`src/rtl/instr_fetch_sequencer.sv`:
```
// Instruction fetch sequencer: owns the PC, registers fetched words, offers them
// over valid/ready, and selects the next PC (sequential/branch/jump/call/return)
// using an internal return-address stack.
module instr_fetch_sequencer #(
    parameter logic [15:0] RESET_PC    = 16'h0000,
    parameter int unsigned STACK_DEPTH = 8
) (
    input  logic        clk,
    input  logic        reset,
    output logic [15:0] imemAddr,
    input  logic [15:0] imemData,
    output logic [15:0] instrOut,
    output logic [15:0] pcOut,
    output logic        instrValid,
    input  logic        instrReady,
    input  logic        done,
    input  logic        redirect,
    input  logic [1:0]  redirectKind,
    input  logic [15:0] redirectTarget,
    output logic        stackOverflow,
    output logic        stackUnderflow,
    output logic [3:0]  stackCount
);

    localparam int unsigned IW = (STACK_DEPTH > 1) ? $clog2(STACK_DEPTH) : 1;
    localparam int unsigned CW = $clog2(STACK_DEPTH + 1);

    localparam logic [1:0] KIND_BRANCH = 2'b00;
    localparam logic [1:0] KIND_JUMP   = 2'b01;
    localparam logic [1:0] KIND_CALL   = 2'b10;
    localparam logic [1:0] KIND_RETURN = 2'b11;

    typedef enum logic [1:0] {
        S_FETCH = 2'd0,
        S_OFFER = 2'd1,
        S_EXEC  = 2'd2
    } state_t;

    state_t        state;
    state_t        state_nx;
    logic [15:0]   pc;
    logic [15:0]   stack_mem [STACK_DEPTH];
    logic [CW-1:0] cnt;

    logic          fetch_c;
    logic          accept_c;
    logic          exec_done_c;
    logic [15:0]   ret_c;
    logic [15:0]   pc_nx_c;
    logic          push_c;
    logic          pop_c;
    logic          ovf_set_c;
    logic          unf_set_c;

    assign imemAddr   = pc;
    assign stackCount = 4'(cnt);
    assign ret_c      = pcOut + 16'd1;

    // State register
    always_ff @(posedge clk) begin
        if (reset) begin
            state <= S_FETCH;
        end else begin
            state <= state_nx;
        end
    end

    // Next-state logic and per-state action strobes
    always_comb begin
        state_nx    = state;
        fetch_c     = 1'b0;
        accept_c    = 1'b0;
        exec_done_c = 1'b0;
        case (state)
            S_FETCH: begin
                fetch_c  = 1'b1;
                state_nx = S_OFFER;
            end
            S_OFFER: begin
                if (instrReady) begin
                    accept_c = 1'b1;
                    state_nx = S_EXEC;
                end
            end
            S_EXEC: begin
                if (done) begin
                    exec_done_c = 1'b1;
                    state_nx    = S_FETCH;
                end
            end
            default: state_nx = S_FETCH;
        endcase
    end

    // Next-PC selection and stack operation decode
    always_comb begin
        pc_nx_c   = ret_c;
        push_c    = 1'b0;
        pop_c     = 1'b0;
        ovf_set_c = 1'b0;
        unf_set_c = 1'b0;
        if (redirect) begin
            case (redirectKind)
                KIND_BRANCH, KIND_JUMP: pc_nx_c = redirectTarget;
                KIND_CALL: begin
                    pc_nx_c = redirectTarget;
                    if (cnt == CW'(STACK_DEPTH)) begin
                        ovf_set_c = 1'b1;
                    end else begin
                        push_c = 1'b1;
                    end
                end
                KIND_RETURN: begin
                    if (cnt == '0) begin
                        unf_set_c = 1'b1;
                    end else begin
                        pop_c   = 1'b1;
                        pc_nx_c = stack_mem[IW'(cnt - CW'(1))];
                    end
                end
                default: pc_nx_c = ret_c;
            endcase
        end
    end

    // PC and instruction/handshake registers
    always_ff @(posedge clk) begin
        if (reset) begin
            pc         <= RESET_PC;
            instrOut   <= '0;
            pcOut      <= '0;
            instrValid <= 1'b0;
        end else begin
            if (fetch_c) begin
                instrOut   <= imemData;
                pcOut      <= pc;
                instrValid <= 1'b1;
            end
            if (accept_c) begin
                instrValid <= 1'b0;
            end
            if (exec_done_c) begin
                pc <= pc_nx_c;
            end
        end
    end

    // Stack depth counter and sticky error flags
    always_ff @(posedge clk) begin
        if (reset) begin
            cnt            <= '0;
            stackOverflow  <= 1'b0;
            stackUnderflow <= 1'b0;
        end else if (exec_done_c) begin
            if (push_c) begin
                cnt <= cnt + CW'(1);
            end
            if (pop_c) begin
                cnt <= cnt - CW'(1);
            end
            if (ovf_set_c) begin
                stackOverflow <= 1'b1;
            end
            if (unf_set_c) begin
                stackUnderflow <= 1'b1;
            end
        end
    end

    // Return-address storage; contents are don't-care after reset
    always_ff @(posedge clk) begin
        if (!reset && exec_done_c && push_c) begin
            stack_mem[IW'(cnt)] <= ret_c;
        end
    end

endmodule

```
`config.mk`:
```
export PLATFORM = sky130hd
export DESIGN_NAME = instr_fetch_sequencer
export DESIGN_NICKNAME = d
export VERILOG_FILES = /design/src/rtl/instr_fetch_sequencer.sv
export SDC_FILE = /design/constraint.sdc
export NUM_CORES = 1
export LEC_CHECK = 0
export CAP_MARGIN = 10
export CORE_ASPECT_RATIO = 1.75
export CORE_UTILIZATION = 60
export CTS_CLUSTER_DIAMETER = 120
export DETAILED_ROUTE_END_ITERATION = 10
export HOLD_SLACK_MARGIN = 0.08
export PLACE_DENSITY = 0.85
export SLEW_MARGIN = 20
export SYNTH_ARGS = -nofsm -noshare
export SYNTH_HDL_FRONTEND = slang
export SYNTH_SLANG_ARGS = --single-unit
```
`constraint.sdc`:
```
create_clock -name clk -period 7.6 [get_ports clk]
set_clock_uncertainty 0.05 [all_clocks]
set_input_delay 1.9 -clock clk [delete_from_list [all_inputs] [get_ports clk]]
set_output_delay 1.9 -clock clk [all_outputs]
set_load 0.01 [all_outputs]
```
[Word level (Yosys, flattened, before mapping)]
Memories as Yosys holds them, arrays and structs flattened.
Index checks and enable logic that the tools add are counted.
Cells by class
  equal/unequal tests: 8
  reductions and logical operators: 13
  multiplexer cells: 27
  add/subtract/negate cells: 3
Operator list (count)
  $mux 16: 2
  $pmux 16 s2: 1
  $mux 1: 19
  $add 16x1->16 const B: 1
  $mux 4: 2
  $reduce_and 2->1: 4
  $eq 2x2->1 const B: 3
  $pmux 2 s3: 1
  $add 4x1->4 const B: 1
  $eq 2x1->1 const B: 2
  $eq 4x4->1 const B: 1
  $logic_not 2->1: 2
  $logic_not 4->1: 1
  $mux 2: 2
  $ne 2x2->1 const B: 2
  $sub 4x1->4 const B: 1
  $reduce_or 3->1: 1
  $logic_and 1x1->1: 2
  $reduce_bool 2->1: 1
  $reduce_or 2->1: 1
  $logic_not 1->1: 1
Storage, ports and cells
  memory bits (writable): 128
  output and inout bits: 55
  register bits: 57
  word-level logic and storage cells: 60
  input port bits: 39
  memories kept: 1
Memory list
  stack_mem: words 8, bits a word 16, rd ports 1, clocked after memory_dff 0, wr ports 1, RTL line 42  | logic [15:0] stack_mem [STACK_DEPTH];

[Logic depth before layout (Yosys ltp)]
Gate-level depths: netlist (run 1).
  depth after elaboration: 7
  mapped depth: 12
  gate-level depth less buffers: 7

[Least setup slack after synthesis (run 1)]
Ideal clock, no wire load.
  kind: in2reg
  from: input port done
  to: memory stack_mem[1][0] (enable)
  cell stages on the path: 5
  path slack: 3.196 ns
  library setup time: 0.409 ns
  arrival time: 3.944 ns
  path through: nand3b_1 > or3_1 > nor3_1 > nand2_1 > nor3_1
On the way
  longest elaborated chain between the ends: 6
Ends and longest elaborated chain
  from (decl): RTL line 16  | input logic done,
  $mux 1: RTL line 86  | if (done) begin
  $mux 1: RTL line 74  | case (state)
  $logic_and 1x1->1 (2 in series): RTL line 172  | if (!reset && exec_done_c && push_c) begin
  $mux 1: RTL line 172
  $mux 1 (not written as such): RTL line 173  | stack_mem[IW'(cnt)] <= ret_c;
  to (decl): RTL line 42
Every way passes these cells.

[Worst setup path in the final report (run 1)]
  from: input port done
  to: memory stack_mem[5][4] (enable)
Same word-level chain as after synthesis.

==> results of run 1 <==
area by class of cell:
class	instances	area share
flip-flops and latches	185	0.5374
multi-input cells	328	0.2642
repair buffers	105	0.1094
clock buffers	18	0.04623
well taps	168	0.02264
clock inverters	14	0.01766
inverters	6	0.002426
registers in the layout (all words and copies together) (netlist names):
name and flops:
instrValid 1, stackUnderflow 1, instrOut 16, pcOut 16, stackCount 4, stackOverflow 1, state 2, imemAddr 16
stack_mem 128
logic make-up (layout without fill, tap and decap cells):
kind of cell	Yosys count	in the layout
fa+ha+maj	4	4
compound gates	84	84
mux	47	47
flops	185	185
xor+xnor	19	19
simple gates	174	174
buf+inv	39	143
power breakdown:
group | internal (mW) | leakage [nW] | switching [mW]
combinational | 0.0475 | 1.16 | 0.0507
clock | 0.493 | 0.274 | 0.389
sequential | 1.08 | 1.65 | 0.00905
total | 1.62 | 3.08 | 0.448
per-stage QoR:
step | std cells | utilization | worst slack [ps] | hold WS (ps)
5_1_grt | 824 | 0.7467 | 2875 | 426.0
6_report | 824 | 0.7467 | 2982 | 409.5
3_3_place_gp | 792 | 0.6988 | 2928 | 394.2
4_1_cts | 824 | 0.7465 | 3027 | 412.6
3_5_place_dp | 792 | 0.6988 | 2747 | 401.6
2_1_floorplan | 552 | - | 3196 | 430.5
layer usage:
metal  share of wire  track usage  routed length [um]  up-vias
met5               0            0                   0        -
li1                -            -                   -     2274
met4           0.041       0.1451                 748        0
met2            0.51       0.4906                9268      285
met3           0.071      0.07030                1281       57
met1            0.37       0.3497                6761     2487
final timing paths:
kind	from	to	slack (ps)	depth (start not counted)
worst max-delay path	done	stack_mem[5][4]	2980	7
worst min-delay path	instrOut[6]	instrOut[6]	410	2
worst max register to register	stackCount[0]	imemAddr[7]	4210	8
worst min register to register	instrOut[6]	instrOut[6]	410	2
cell usage after synthesis (4+ instances only):
library cell	n	share of area
edfxtp_1	128	0.50
nand2_1	82	0.040
dfxtp_1	57	0.15
a21oi_1	46	0.030
nor2_1	34	0.017
clkbuf_1	19	0.0094
nor3_1	17	0.011
nand3_1	15	0.0098
mux4_1	14	0.048
mux4_2	14	0.041
xnor2_1	14	0.016
a221o_1	11	0.014
mux2_2	10	0.015
mux2i_1	8	0.011
buf_2	6	0.0039
inv_1	6	0.0030
a22oi_1	5	0.0049
a31oi_1	5	0.0041
nand4_1	5	0.0041
xor2_1	5	0.0057
a211oi_1	4	0.0039
buf_4	4	0.0039
ha_1	4	0.0066
critical path, stage by stage:
cell	delay [ps]
clkdlybuf4s50_1	490
nand3b_1	490
or3_1	570
nor3_1	370
nand2_1	220
nor2_1	310
buf_4	320
layout by cell type, fill, tap and decap left out, types with 3 or more instances in the layout:
cell             synthesis  routed
nand2_1                 82      82
mux4_1                  14      14
mux2i_1                  8       8
clkinvlp_4               0       5
inv_6                    0       3
nand3_1                 15      15
xor2_1                   5       4
mux2_2                  10      10
nor2_1                  34      33
and3_1                   3       3
a22oi_1                  5       5
a31oi_1                  5       5
and4_1                   3       3
buf_4                    4      12
nor3_1                  17      15
clkdlybuf4s50_1          0      92
mux4_2                  14      14
a211oi_1                 4       4
edfxtp_1               128     128
nand4_1                  5       5
a21oi_1                 46      46
inv_1                    6       6
dfxtp_1                 57      56
clkbuf_16                0      17
ha_1                     4       4
nor4_1                   3       3
xnor2_1                 14      14
a221o_1                 11      11
==> out/qor.csv, run 1 <==
metric,value,unit
status,"finished, final reports clean",
Post-Synth Adder-Cell Area,0.006564,
Final Instance Area,9283,sq um
Unique masters post-synth,46,
I/O Pins,94,
worst-path fanout max,17,
vias per inst,6.193,
RSZ-0062 raised after global routing,false,
CTS root buf,clkbuf_16,
register bit total from synthesis,185,
HP Class,reg -> reg,
number of buffers added on ports,93,
H-tree levels,4,
Synth Area in Compound Gates,0.07073,
placed cell area,8687,sq um
WS Path Type,in -> reg,
pin count of the biggest net entering global routing,59,
Final Setup Violations,0,
DIE AREA,13180,sq um
Final ANT Viol Nets,0,
total power,2.064,mW
first-pass detailed-route iteration total,5,
Die X,87.22,um
Cells after Synth,552,
core region area,12430,sq um
period utilisation layout,0.6076,
Area Growth Syn to Fin,21.74,%
simple-gate area share of the yosys netlist,0.1031,
final net count,686,
gr usage total,0.2917,
die height,151.1,um
DRT Wirelength,18060,um
register area,4989,sq um
Max Fclk,216.6,MHz
vias in the first global route,5098,
Final Critical Period,4618,ps
Starting Density,0.6133,
startpoint types,input port,
# fillers,783,
multi-input logic area,2452,sq um
Leakage,3.083,nW
setup_tns,0,ps
register area share after synthesis,0.6538,
PD cells,222.4,nW/um^2
"FFs w/ async S/R, synth",0,
Least-Margin Pin Slew,1030,ps
Max Cap Viol,0,
drt initial violations,372,
mux share of post-synthesis cell area,0.1168,
Detailed Place HPWL,12030,um
clock insertion delay at the later pin of the skew report,430,ps
crit end category,register,
share of post-route cells with drive strength above 1,0.1174,
antenna fix cells,0,
Synth Warn #,0,
first-pass GRT wire length,27680,um
Final Slew Violations,0,
CTS Hold Bufs,0,
DRC,0,
main combinational cell family by area after synthesis,multiplexers,
"Data arrival, critical path",4670,ps
cts bufs inserted,17,
DR vias,5103,
max_slew headroom,0.3106,
synthesized area,7625,sq um
Fin. Hold Viols,0,
antenna violations before repair,0,
XOR/XNOR Fraction of Synth Area,0.02182,
GP Congestion,0.9593,
average instance area after synthesis,13.81,sq um
Synth Flop Type,edfxtp_1,
num rows,54,
Peak supply drop,0.2050,mV
net count after synthesis,595,
clk buf depth,2,
WL/cell,21.92,um
grt ovf,0,
post-CTS sizing,0,
clk slew on worst S/H paths,60,ps
Worst Path Required,7660,ps
Post-synth EDFFs,128,
CTS tree,yes,
Setup Buffers After CTS,0,
clock net sink count,185,
No activity file was read; power rests on OpenSTA's default activity.
==> run 2: changes to the inputs <==
--- a/config.mk
+++ b/config.mk
@@ -7,11 +7,11 @@
 export LEC_CHECK = 0
 export CAP_MARGIN = 10
 export CORE_ASPECT_RATIO = 1.75
-export CORE_UTILIZATION = 60
+export CORE_UTILIZATION = 50
 export CTS_CLUSTER_DIAMETER = 120
 export DETAILED_ROUTE_END_ITERATION = 10
 export HOLD_SLACK_MARGIN = 0.08
-export PLACE_DENSITY = 0.85
+export PLACE_DENSITY = 0.76
 export SLEW_MARGIN = 20
 export SYNTH_ARGS = -nofsm -noshare
 export SYNTH_HDL_FRONTEND = slang
==> constraint.sdc (replaced) <==
create_clock -name clk -period 3.7 [get_ports clk]
set_clock_uncertainty 0.05 [all_clocks]
set_input_delay 0.925 -clock clk [delete_from_list [all_inputs] [get_ports clk]]
set_output_delay 0.925 -clock clk [all_outputs]
set_load 0.01 [all_outputs]
==> run 2 against run 1 <==
  * Global-route usage decreased by 4.1 points
  * Largest cell class unchanged
  * Routed wire length increased by 2.2%
  * Sequential power increased by 110%
  * Via count decreased by 1.7%
  * Die area increased by 20%
  * Critical endpoint is now stack_mem[1][10]
==> out/qor.csv, run 2 (same netlist as run 1, synthesis figures left out) <==
metric,value,unit
crit path capture,stack_mem[1][10],
clock insertion delay at the later pin of the skew report,430,ps
Die X,95.35,um
Detailed Place HPWL,12550,um
number of buffers added on ports,93,
first-pass GRT wire length,28280,um
Max Used Layer,met4,
"Most flops, register",stack_mem,
DR vias,5014,
num rows,59,
post-CTS sizing,0,
PD cells,457.0,nW/um^2
Final Setup Violations,0,
placed cell area,8751,sq um
register area,4986,sq um
Fin. Hold Viols,0,
Met2 Routed Length,9900,um
Final ANT Viol Nets,0,
gr usage total,0.2511,
clk slew on worst S/H paths,70,ps
antenna violations before repair,0,
final net count,692,
met1 WL,6988,um
flop2flop setup slack,830,ps
Peak supply drop,0.3898,mV
die height,165.4,um
max_slew headroom,0.2127,
grt ovf,0,
Max Cap Viol,0,
DRC,0,
pin count of the biggest net entering global routing,51,
R2R Path End,imemAddr[8],
Worst Path Required,3750,ps
Setup Buffers After CTS,0,
CTS tree,yes,
HP Class,reg -> reg,
Leakage,3.131,nW
Final Critical Period,2893,ps
status,"finished, final reports clean",
Post-Route Utilization,0.6275,
DP Worst Slack,402.1,ps
drt initial violations,334,
antenna fix cells,0,
RSZ-0062 raised after global routing,false,
first-pass detailed-route iteration total,5,
multi-input logic area,2452,sq um
"commonest non-fill, non-tap cell in the layout",edfxtp_1,
Final Instance Area,9358,sq um
period utilisation layout,0.7819,
DIE AREA,15770,sq um
Max Fclk,345.7,MHz
Area Growth Syn to Fin,22.73,%
"Data arrival, critical path",2940,ps
core region area,14910,sq um
vias in the first global route,5127,
most frequent cells in the layout,"edfxtp_1, clkdlybuf4s50_1, nand2_1, dfxtp_1, a21oi_1",
vias per inst,5.934,
crit end category,register,
setup_tns,0,ps
GP Congestion,0.8962,
R2R depth,8,
DRT Wirelength,18460,um
H-tree levels,4,
# fillers,1142,
Starting Density,0.5113,
Largest register FFs,128,
I/O Pins,94,
WL/cell,21.85,um
WS Path Type,in -> reg,
CTS Hold Bufs,0,
worst-path fanout max,16,
PnR worst setup slack,807.0,ps
met3 wire length,836,um
Worst setup startpoint,redirect,
Least-Margin Pin Slew,1172,ps
clock net sink count,185,
cts bufs inserted,17,
r2r startpoint,stackCount[1],
startpoint types,input port,
Final Slew Violations,0,
clk buf depth,2,
share of post-route cells with drive strength above 1,0.1254,
CTS root buf,clkbuf_16,
[run 2: changes by cell type in the layout (fill, tap and decap cells not counted), sizes merged]
| cell | change |
|---|---|
| buf | +6 |
| clkinvlp | -3 |
| inv | +1 |
| clkinv | +2 |
[run 2: metal layers]
layer,vias to the layer above,track usage
met5,-,0
met4,0,0.1219
met1,2502,0.2915
met3,51,0.04167
met2,178,0.4422
li1,2283,-
[run 2: through the flow]
stage / instances / power, mW / hold WS [ps]
after floorplan: 552 / 2.364 / 430.5
after global placement: 813 / 2.473 / 391.6
after detailed placement: 813 / 2.478 / 399.9
after CTS: 845 / 4.290 / 412.0
after global routing: 845 / 4.377 / 429.6
final: 845 / 4.277 / 413.9
[run 2: worst min path at each step]
stage / startpoint / cells after the start / to / slack, ps
detailed placement: instrOut[9] / 2 / instrOut[9] / 400
floorplan: instrOut[0] / 2 / instrOut[0] / 430
global route: instrOut[15] / 2 / instrOut[15] / 430
global placement: instrOut[13] / 2 / instrOut[13] / 390
finish: instrOut[9] / 2 / instrOut[9] / 410
CTS: instrOut[0] / 2 / instrOut[0] / 410
[run 2: final cells by class]
class / count / area share
multi-input combinational: 328 / 0.2621
timing repair buffer: 111 / 0.1134
inverter: 6 / 0.002407
clock buffer: 18 / 0.04586
sequential: 185 / 0.5328
tap: 183 / 0.02447
clock inverter: 14 / 0.01899
[run 2: critical path, stage by stage]
cell and delay (ps):
clkdlybuf4s50_1 550, nand2_1 120, or3_1 340, nor3_1 340, nand2_1 180, nor3_2 150
buf_4 310
[run 2: where the power goes]
group | leakage (nW) | switching, mW | internal (mW)
sequential | 1.64 | 0.0180 | 2.21
combinational | 1.19 | 0.107 | 0.0990
clock | 0.292 | 0.818 | 1.03
